File: src/rtl/stopwatch_ctrl_if.sv
// Key inputs and status/display outputs of the stopwatch controller.
interface stopwatch_ctrl_if;
  logic        key_ss;
  logic        key_lc;
  logic        tick_ms;
  logic [1:0]  state;
  logic        overflow;
  logic [29:0] timeOut;

  modport master (output key_ss, key_lc, input tick_ms, state, overflow, timeOut);
  modport slave  (input key_ss, key_lc, output tick_ms, state, overflow, timeOut);
endinterface

File: src/rtl/stopwatch_ctrl.sv
// Millisecond stopwatch controller: key debounce, IDLE/RUN/LAP/PAUSE control,
// 1 ms prescaler, 4-digit BCD count and registered six-digit display code.
module stopwatch_ctrl #(
  parameter int CLK_DIV  = 50000,
  parameter int DEBOUNCE = 250000,
  parameter int WRAP     = 1
) (
  input  logic             clk,
  input  logic             reset_n,
  stopwatch_ctrl_if.slave  bus
);

  typedef enum logic [1:0] {IDLE = 2'b00, RUN = 2'b01, LAP = 2'b10, PAUSE = 2'b11} state_t;

  localparam int DB_W = $clog2(DEBOUNCE + 1);
  localparam int PS_W = $clog2(CLK_DIV);
  localparam logic [DB_W-1:0] DB_LAST = DB_W'(DEBOUNCE - 1);
  localparam logic [PS_W-1:0] PS_LAST = PS_W'(CLK_DIV - 1);
  localparam logic [29:0]     DISP_RESET = {5'd20, 5'd20, 5'd10, 15'd0};

  // index 0 = start/stop key, index 1 = lap/clear key
  logic [1:0]      key_raw, key_meta, key_sync, key_lvl, key_press;
  logic [DB_W-1:0] db_cnt [2];

  state_t          state_q, state_d;
  logic [PS_W-1:0] presc_q;
  logic [3:0][3:0] cnt_q, cnt_d, lap_q, disp_src;
  logic            ovf_q;
  logic [29:0]     disp_q;

  logic ss_p, lc_p, running, tick, at_max, clear, snap, carry;

  assign key_raw = {bus.key_lc, bus.key_ss};
  assign ss_p    = key_press[0];
  assign lc_p    = key_press[1];

  // A level is accepted only after DEBOUNCE consecutive samples disagree with it
  always_ff @(posedge clk or negedge reset_n) begin
    if (!reset_n) begin
      key_meta  <= '1;
      key_sync  <= '1;
      key_lvl   <= '1;
      key_press <= '0;
      db_cnt[0] <= '0;
      db_cnt[1] <= '0;
    end else begin
      key_meta <= key_raw;
      key_sync <= key_meta;
      for (int i = 0; i < 2; i++) begin
        key_press[i] <= 1'b0;
        if (key_sync[i] != key_lvl[i]) begin
          if (db_cnt[i] == DB_LAST) begin
            key_lvl[i]   <= key_sync[i];
            key_press[i] <= ~key_sync[i];
            db_cnt[i]    <= '0;
          end else begin
            db_cnt[i] <= db_cnt[i] + 1'b1;
          end
        end else begin
          db_cnt[i] <= '0;
        end
      end
    end
  end

  assign running = (state_q == RUN) || (state_q == LAP);
  assign tick    = running && (presc_q == PS_LAST);
  assign at_max  = (cnt_q == 16'h9999);

  always_comb begin
    state_d = state_q;
    clear   = 1'b0;
    snap    = 1'b0;
    unique case (state_q)
      IDLE:  if (ss_p) state_d = RUN;
      RUN:   if (ss_p) state_d = PAUSE;
             else if (lc_p) begin
               state_d = LAP;
               snap    = 1'b1;
             end
      LAP:   if (ss_p) state_d = PAUSE;
             else if (lc_p) state_d = RUN;
      PAUSE: if (ss_p) state_d = RUN;
             else if (lc_p) begin
               state_d = IDLE;
               clear   = 1'b1;
             end
      default: state_d = IDLE;
    endcase
    // Saturating variant stops the watch at 9.999 regardless of key activity
    if (tick && at_max && WRAP == 0) state_d = PAUSE;
  end

  always_comb begin
    cnt_d = cnt_q;
    carry = tick && !at_max;
    for (int i = 0; i < 4; i++) begin
      if (carry) begin
        if (cnt_q[i] == 4'd9) begin
          cnt_d[i] = 4'd0;
        end else begin
          cnt_d[i] = cnt_q[i] + 4'd1;
          carry    = 1'b0;
        end
      end
    end
    if (tick && at_max && WRAP != 0) cnt_d = '0;
  end

  assign disp_src = (state_q == LAP) ? lap_q : cnt_q;

  always_ff @(posedge clk or negedge reset_n) begin
    if (!reset_n) begin
      state_q <= IDLE;
      presc_q <= '0;
      cnt_q   <= '0;
      lap_q   <= '0;
      ovf_q   <= 1'b0;
      disp_q  <= DISP_RESET;
    end else begin
      state_q <= state_d;
      // PAUSE keeps the sub-millisecond residue
      if (clear || state_q == IDLE) presc_q <= '0;
      else if (running)             presc_q <= tick ? '0 : presc_q + 1'b1;
      if (clear) begin
        cnt_q <= '0;
        ovf_q <= 1'b0;
      end else begin
        cnt_q <= cnt_d;
        if (tick && at_max) ovf_q <= 1'b1;
      end
      if (snap) lap_q <= cnt_q;
      disp_q <= {5'd20, 5'd20, 5'd10 + {1'b0, disp_src[3]}, {1'b0, disp_src[2]},
                 {1'b0, disp_src[1]}, {1'b0, disp_src[0]}};
    end
  end

  assign bus.state    = state_q;
  assign bus.tick_ms  = tick;
  assign bus.overflow = ovf_q;
  assign bus.timeOut  = disp_q;

endmodule
File: src/flat_wrapper.sv
// flat-port wrapper written by rule: the top's interface ports become plain ports
module stopwatch_ctrl_flat 
#(
  parameter int CLK_DIV  = 50000,
  parameter int DEBOUNCE = 250000,
  parameter int WRAP     = 1
)
  (clk, reset_n, bus_key_ss, bus_key_lc, bus_tick_ms, bus_state, bus_overflow, bus_timeOut);
  stopwatch_ctrl_if bus_i ();
  input  logic clk;
  input  logic reset_n;
  input wire logic [$bits(bus_i.key_ss)-1:0] bus_key_ss;
  input wire logic [$bits(bus_i.key_lc)-1:0] bus_key_lc;
  output wire logic [$bits(bus_i.tick_ms)-1:0] bus_tick_ms;
  output wire logic [$bits(bus_i.state)-1:0] bus_state;
  output wire logic [$bits(bus_i.overflow)-1:0] bus_overflow;
  output wire logic [$bits(bus_i.timeOut)-1:0] bus_timeOut;
  assign bus_i.key_ss = bus_key_ss;
  assign bus_i.key_lc = bus_key_lc;
  assign bus_tick_ms = bus_i.tick_ms;
  assign bus_state = bus_i.state;
  assign bus_overflow = bus_i.overflow;
  assign bus_timeOut = bus_i.timeOut;
  stopwatch_ctrl #(.CLK_DIV(CLK_DIV), .DEBOUNCE(DEBOUNCE), .WRAP(WRAP)) u_core (.clk(clk), .reset_n(reset_n), .bus(bus_i));
endmodule
File: config.mk
export PLATFORM = sky130hd
export DESIGN_NAME = stopwatch_ctrl_flat
export DESIGN_NICKNAME = d
export VERILOG_FILES = /design/src/rtl/stopwatch_ctrl_if.sv /design/src/rtl/stopwatch_ctrl.sv /design/src/flat_wrapper.sv
export SDC_FILE = /design/constraint.sdc
export NUM_CORES = 1
export LEC_CHECK = 0
export BUFFER_PORTS_ARGS = -buffer_cell sky130_fd_sc_hd__buf_4
export CAP_MARGIN = 15
export CORE_AREA = 4 4 122 124
export DETAILED_ROUTE_END_ITERATION = 10
export DIE_AREA = 0 0 126 128
export GPL_TIMING_DRIVEN = 0
export HOLD_SLACK_MARGIN = 0.12
export PLACE_DENSITY = 0.52
export SYNTH_ARGS = -nofsm -noshare
export SYNTH_HDL_FRONTEND = slang
export SYNTH_SLANG_ARGS = --single-unit
export TNS_END_PERCENT = 30
File: constraint.sdc
create_clock -name clk -period 5.3 [get_ports clk]
set_input_delay 0.53 -clock clk [delete_from_list [all_inputs] [get_ports clk]]
set_output_delay 0.53 -clock clk [all_outputs]
set_load 0.005 [all_outputs]
**Yosys cells after proc, flatten, opt, wreduce, memory -nomap -nowiden**

Index checks and enable logic that the tools add are counted.
W data, S select, Z words.

- Word-level logic and storage cells: 104
- RAM bits: 0
- Bits in latches: 0
- Flip-flop bits (word level): 112
- Output and inout port bits: 34
- ROM bits: 0
- Input port bits: 4
- Memories kept: 0

- Shifts and indexed selects: 0
- Add/sub/neg operators: 8
- Bitwise gates (word level): 2
- Div/mod/pow operators: 0
- Multipliers: 0
- Reductions and logical operators: 16
- Eq/ne operators: 17
- Muxes and demuxes: 42
- Order comparisons: 0

Operator list:

| cell | number |
|---|---|
| $mux W16 | 6 |
| $mux W18 | 4 |
| $add A18 B1 Y18 const B | 2 |
| $eq A18 B18 Y1 const B | 2 |
| $eq A16 B16 Y1 const B | 2 |
| $mux W4 | 8 |
| $add A16 B1 Y16 const B | 1 |
| $add A4 B1 Y4 const B | 4 |
| $eq A4 B4 Y1 const B | 4 |
| $mux W1 | 16 |
| $mux W2 | 7 |
| $reduce_bool A3 Y1 | 4 |
| $ne A3 B1 Y1 const B | 3 |
| $pmux W2 S4 | 1 |
| $add A4 B4 Y5 const A | 1 |
| $eq A2 B2 Y1 const B | 2 |
| $reduce_and A2 Y1 | 2 |
| $reduce_and A4 Y1 | 1 |
| $reduce_bool A2 Y1 | 2 |
| $logic_and A1 B1 Y1 | 3 |
| $eq A2 B1 Y1 const B | 1 |
| $logic_not A2 Y1 | 1 |
| $logic_or A1 B1 Y1 | 2 |
| $ne A1 B1 Y1 | 2 |
| other kinds (3) | 4 |

**Longest topological paths before layout**

- Depth after elaboration: 10
- Gate-level depth with buffers: 9
- Gate-level depth less buffers: 8

**Worst setup path before layout**

Ideal clock, no wire load.

- Kind: register to output
- From: register u_core.state_q[0], in the netlist u_core.bus.state[0]
- To: output bus_tick_ms
- Setup slack: 3.180 ns
- Required time: 4.770 ns
- Arrival time: 1.590 ns
- Buffers on the path: 1
- Stages on the path, launching flop included: 8
- Path through: dfrtp_1 inv_1 ha_1 nor4bb_1 and3_2 nand2_2 buf_2 inv_2

- Cells in the longest elaborated chain, start to end: 3
- Elaborated cells between the ends (all ways): 4
- Those cells by class: eq/ne: 2; reduce/logical: 2

RTL lines:

| item | RTL line | source |
|---|---|---|
| start, declared | stopwatch_ctrl.sv:25 | `state_t state_q, state_d;` |
| start signal, assigned | stopwatch_ctrl.sv:121 | `state_q <= state_d;` |
| $eq A2 B1 Y1 / $eq A2 B2 Y1 (equally long branches) | stopwatch_ctrl.sv:66 | `assign running = (state_q == RUN) \|\| (state_q == LAP);` |
| $logic_or A1 B1 Y1 (*) | stopwatch_ctrl.sv:66 |  |
| $logic_and A1 B1 Y1 (*) | stopwatch_ctrl.sv:67 | `assign tick = running && (presc_q == PS_LAST);` |
| end, declared | flat_wrapper.sv:14 | `output wire logic [$bits(bus_i.tick_ms)-1:0] bus_tick_ms;` |

Every way passes the cells marked *; elsewhere a longest branch is shown, timed or not.

**Worst setup path in the final report**

Ends and elaborated chain as after synthesis.

==> summary.md <==
| Metric | Value |
|---|---|
| Core area | 0.0138 mm^2 |
| Worst Max-Slew Pin Slew | 675 ps |
| RSZ-0062 raised after global routing | no |
| Netlist cell types | 59 |
| Worst min path class | in2async |
| Cell Int Power | 1.34 mW |
| Comb power frac | 2.5% |
| Commonest register cell after synthesis | dfrtp_1 |
| Area of the multi-input gates | 0.00238 mm^2 |
| Max-cap violations | 0 |
| Post-route setup TNS | 0 ps |
| Vias in the first global route | 3661 |
| Required @ worst endpoint | 4770 ps |
| Final setup vio count | 0 |
| Relative slew slack | 55.0% |
| Routability Congestion | 0.790 |
| Clock Tree Root | clkbuf_16 |
| Vias per inst | 4.97 |
| Die Height | 128 um |
| F_max | 0.351 GHz |
| Post-cts sizing count | 0 |
| Gr usage total | 13.6% |
| Share of layout cells above drive strength 1 | 17.9% |
| Startpoint Class | flip-flop |
| Final nets | 578 |
| Clock buffers created by TritonCTS | 9 |
| Initial antenna violation count | 0 |
| Area Growth Syn to Fin | 15.2% |
| Clock share of power | 45.6% |
| Status | completed |
| Yosys Warn Count | 0 |
| Bufs on Longest Clock Path | 2 |
| Site Rows | 43 |
| Starting density of the core | 39.1% |
| Max IR drop VDD | 0.000144 V |
| Clk_lat worst skew | 350 ps |
| Synth Instances | 510 |
| Setup clock skew after layout | 5.82 ps |
| First-pass GRT wire length | 17800 um |
| Largest net degree at the start of global routing | 40 |
| GRT overflow | 0 |
| Synth async-reset ratio | 100% |
| WP data arrival | 2320 ps |
| Via count | 3689 |
| Post-CTS setup buffer count | 0 |
| DRC Markers | 0 |
| Dpl ws | 2820 ps |
| Switching Fraction | 19.7% |
| DR WL/cell | 13.7 um |
| Fin worst setup slack | 2450 ps |
| IO Port Bufs | 24 |
| Fill count | 1339 |
| Synth Area per Inst | 10.6 um^2 |
| CTS sink count | 112 |
| Detail Route Antenna Nets | 0 |
| Sequential cell area | 0.00281 mm^2 |
| Power Dens Cells | 269 mW/mm^2 |
| Register bit count reported by yosys | 112 |
| Seq/Total Area, Yosys | 52.2% |
| Die area | 0.0161 mm^2 |
| Flop pwr share | 51.9% |
| TritonCTS clock tree | done |
| Clock transition at the registers of the reported paths | 70 ps |
| CP Max Fanout | 10 |
| Drt pass-1 iters | 4 |
| Die W | 126 um |
| CP Capture Type | output port |
| Post-synth EDFFs | 0 |
| Synthesized area | 0.00538 mm^2 |
| Endpoints failing hold | 0 |
| Routed WL | 10100 um |
| Leakage | 2.83 nW |
| DRT iter0 DRCs | 255 |
| Sw Pwr | 0.329 mW |
| Detailed Place HPWL | 7240 um |
| # IOs | 38 |
| Period utilisation layout | 53.8% |
| CTS H-Tree Depth | 3 |
| Critical path class | reg2out |
| Fin crit period | 2850 ps |
| Antenna diodes | 0 |
| Final Max Tran Viols | 0 |
| Hold bufs inserted after CTS | 0 |
-- per-layer routing --
metal	share of wire, %	global-route usage [%]
met5	0	0
met4	2.3	6.50
met3	3.1	2.29
met2	46	21.9
met1	48	17.9
-- worst max-delay path, cell delays in order, from the launching register on --
cell and delay, ps:
dfrtp_1 470, inv_1 100, ha_1 410, nor4bb_1 220, and3_2 250, nand2_2 100, buf_2 220, inv_2 90
buf_4 110
-- cell type report --
class,instances,area share [%]
Sequential cell,112,45.4
Multi-Input combinational cell,364,38.5
Clock buffer,13,3.87
Tap cell,180,3.63
Timing Repair Buffer,26,3.55
Buffer,28,2.64
Clock inverter,3,1.45
Inverter,17,1.03
-- worst paths after layout --
| check | slack, ps | endpoint | cells after the start | from |
|---|---|---|---|---|
| max | 2450 | bus_tick_ms | 8 | u_core.bus.state[0] |
| min reg2reg | 360 | u_core.key_sync[1] | 0 | u_core.key_meta[1] |
| min in group clk | 280 | u_core.key_meta[1] | 1 | bus_key_lc |
| min | 130 | u_core.bus.timeOut[0] | 1 | reset_n |
| max in group asynchronous | 4270 | u_core.key_meta[1] | 3 | reset_n |
| max reg2reg | 3000 | u_core.cnt_q[14] | 7 | u_core.bus.state[0] |
-- Yosys cell counts (4+ instances only) --
cell | instances | share of area (%)
nand2_1 | 40 | 2.8
buf_2 | 8 | 0.74
buf_4 | 13 | 1.8
xor2_1 | 26 | 4.2
or3_1 | 9 | 1.0
xnor2_1 | 20 | 3.3
mux2_2 | 20 | 4.2
dfstp_2 | 8 | 3.9
nand4_1 | 12 | 1.4
nand3_1 | 23 | 2.1
inv_1 | 16 | 1.1
dfrtp_1 | 104 | 48
o21ai_1 | 6 | 0.56
nand2b_1 | 5 | 0.58
o21ai_0 | 16 | 1.5
and3_1 | 12 | 1.4
nor2_1 | 66 | 4.6
nor4_1 | 4 | 0.46
nand3b_1 | 4 | 0.56
nor3_1 | 6 | 0.56
mux2i_1 | 6 | 1.1
clkbuf_1 | 6 | 0.42
a21oi_1 | 10 | 0.93
ha_1 | 16 | 3.7
-- kinds of logic (layout without fill, tap and decap cells) --
logic type	count (synthesis)	in the layout	share of synthesized area (%)
AOI/OAI and AO/OA	52	52	6.00
and+or+nand+nor	210	210	20.7
DFF	112	112	52.2
adders and majority gates	16	16	3.72
muxes	27	27	5.51
xor gates and xnor gates	46	46	7.48
other	2	13	0.139
buffers and inverters	45	87	4.23
-- per-stage QoR --
step	hold WS, ps	util (%)	instances	cell area (um^2)	power, mW
floorplan	234	-	521	5430	0.899
global placement	346	42.3	725	5830	0.921
detailed placement	347	42.6	727	5870	0.926
CTS	143	45.0	743	6200	1.70
global route	176	45.0	743	6200	1.73
finish	133	45.0	743	6200	1.67
-- power by group through the flow --
stage	clock, mW	sequential, mW	combinational (mW)
3_5_place_dp	0	0.882	0.0444
5_1_grt	0.816	0.866	0.0505
3_3_place_gp	0	0.882	0.0396
2_1_floorplan	0	0.881	0.0183
4_1_cts	0.791	0.865	0.0442
6_report	0.760	0.866	0.0425
-- state kept, by name (all words and copies together) (netlist names) --
signal,flops
u_core.bus.overflow,1
u_core.bus.state,2
u_core.bus.timeOut,17
u_core.cnt_q,16
u_core.db_cnt,36
u_core.key_lvl,2
u_core.key_meta,2
u_core.key_press,2
u_core.key_sync,2
u_core.lap_q,16
u_core.presc_q,16
-- cell usage in the layout, fill, tap and decap left out, drive strengths merged, types with 3 or more instances in the layout --
master	count
dfstp	8
o21ai	22
nor4b	4
or3	9
dfrtp	104
ha	16
and3	13
buf	48
mux2	21
bufinv	3
nor3	9
o211ai	3
nand3b	5
a31oi	3
nand4	14
nand3	24
and3b	3
clkbuf	19
nor4	4
xnor2	20
nor2	66
a21oi	10
nand2b	5
conb	13
nand2	41
xor2	26
inv	17
mux2i	6
Note: power is estimated with default switching activity, not from simulation.
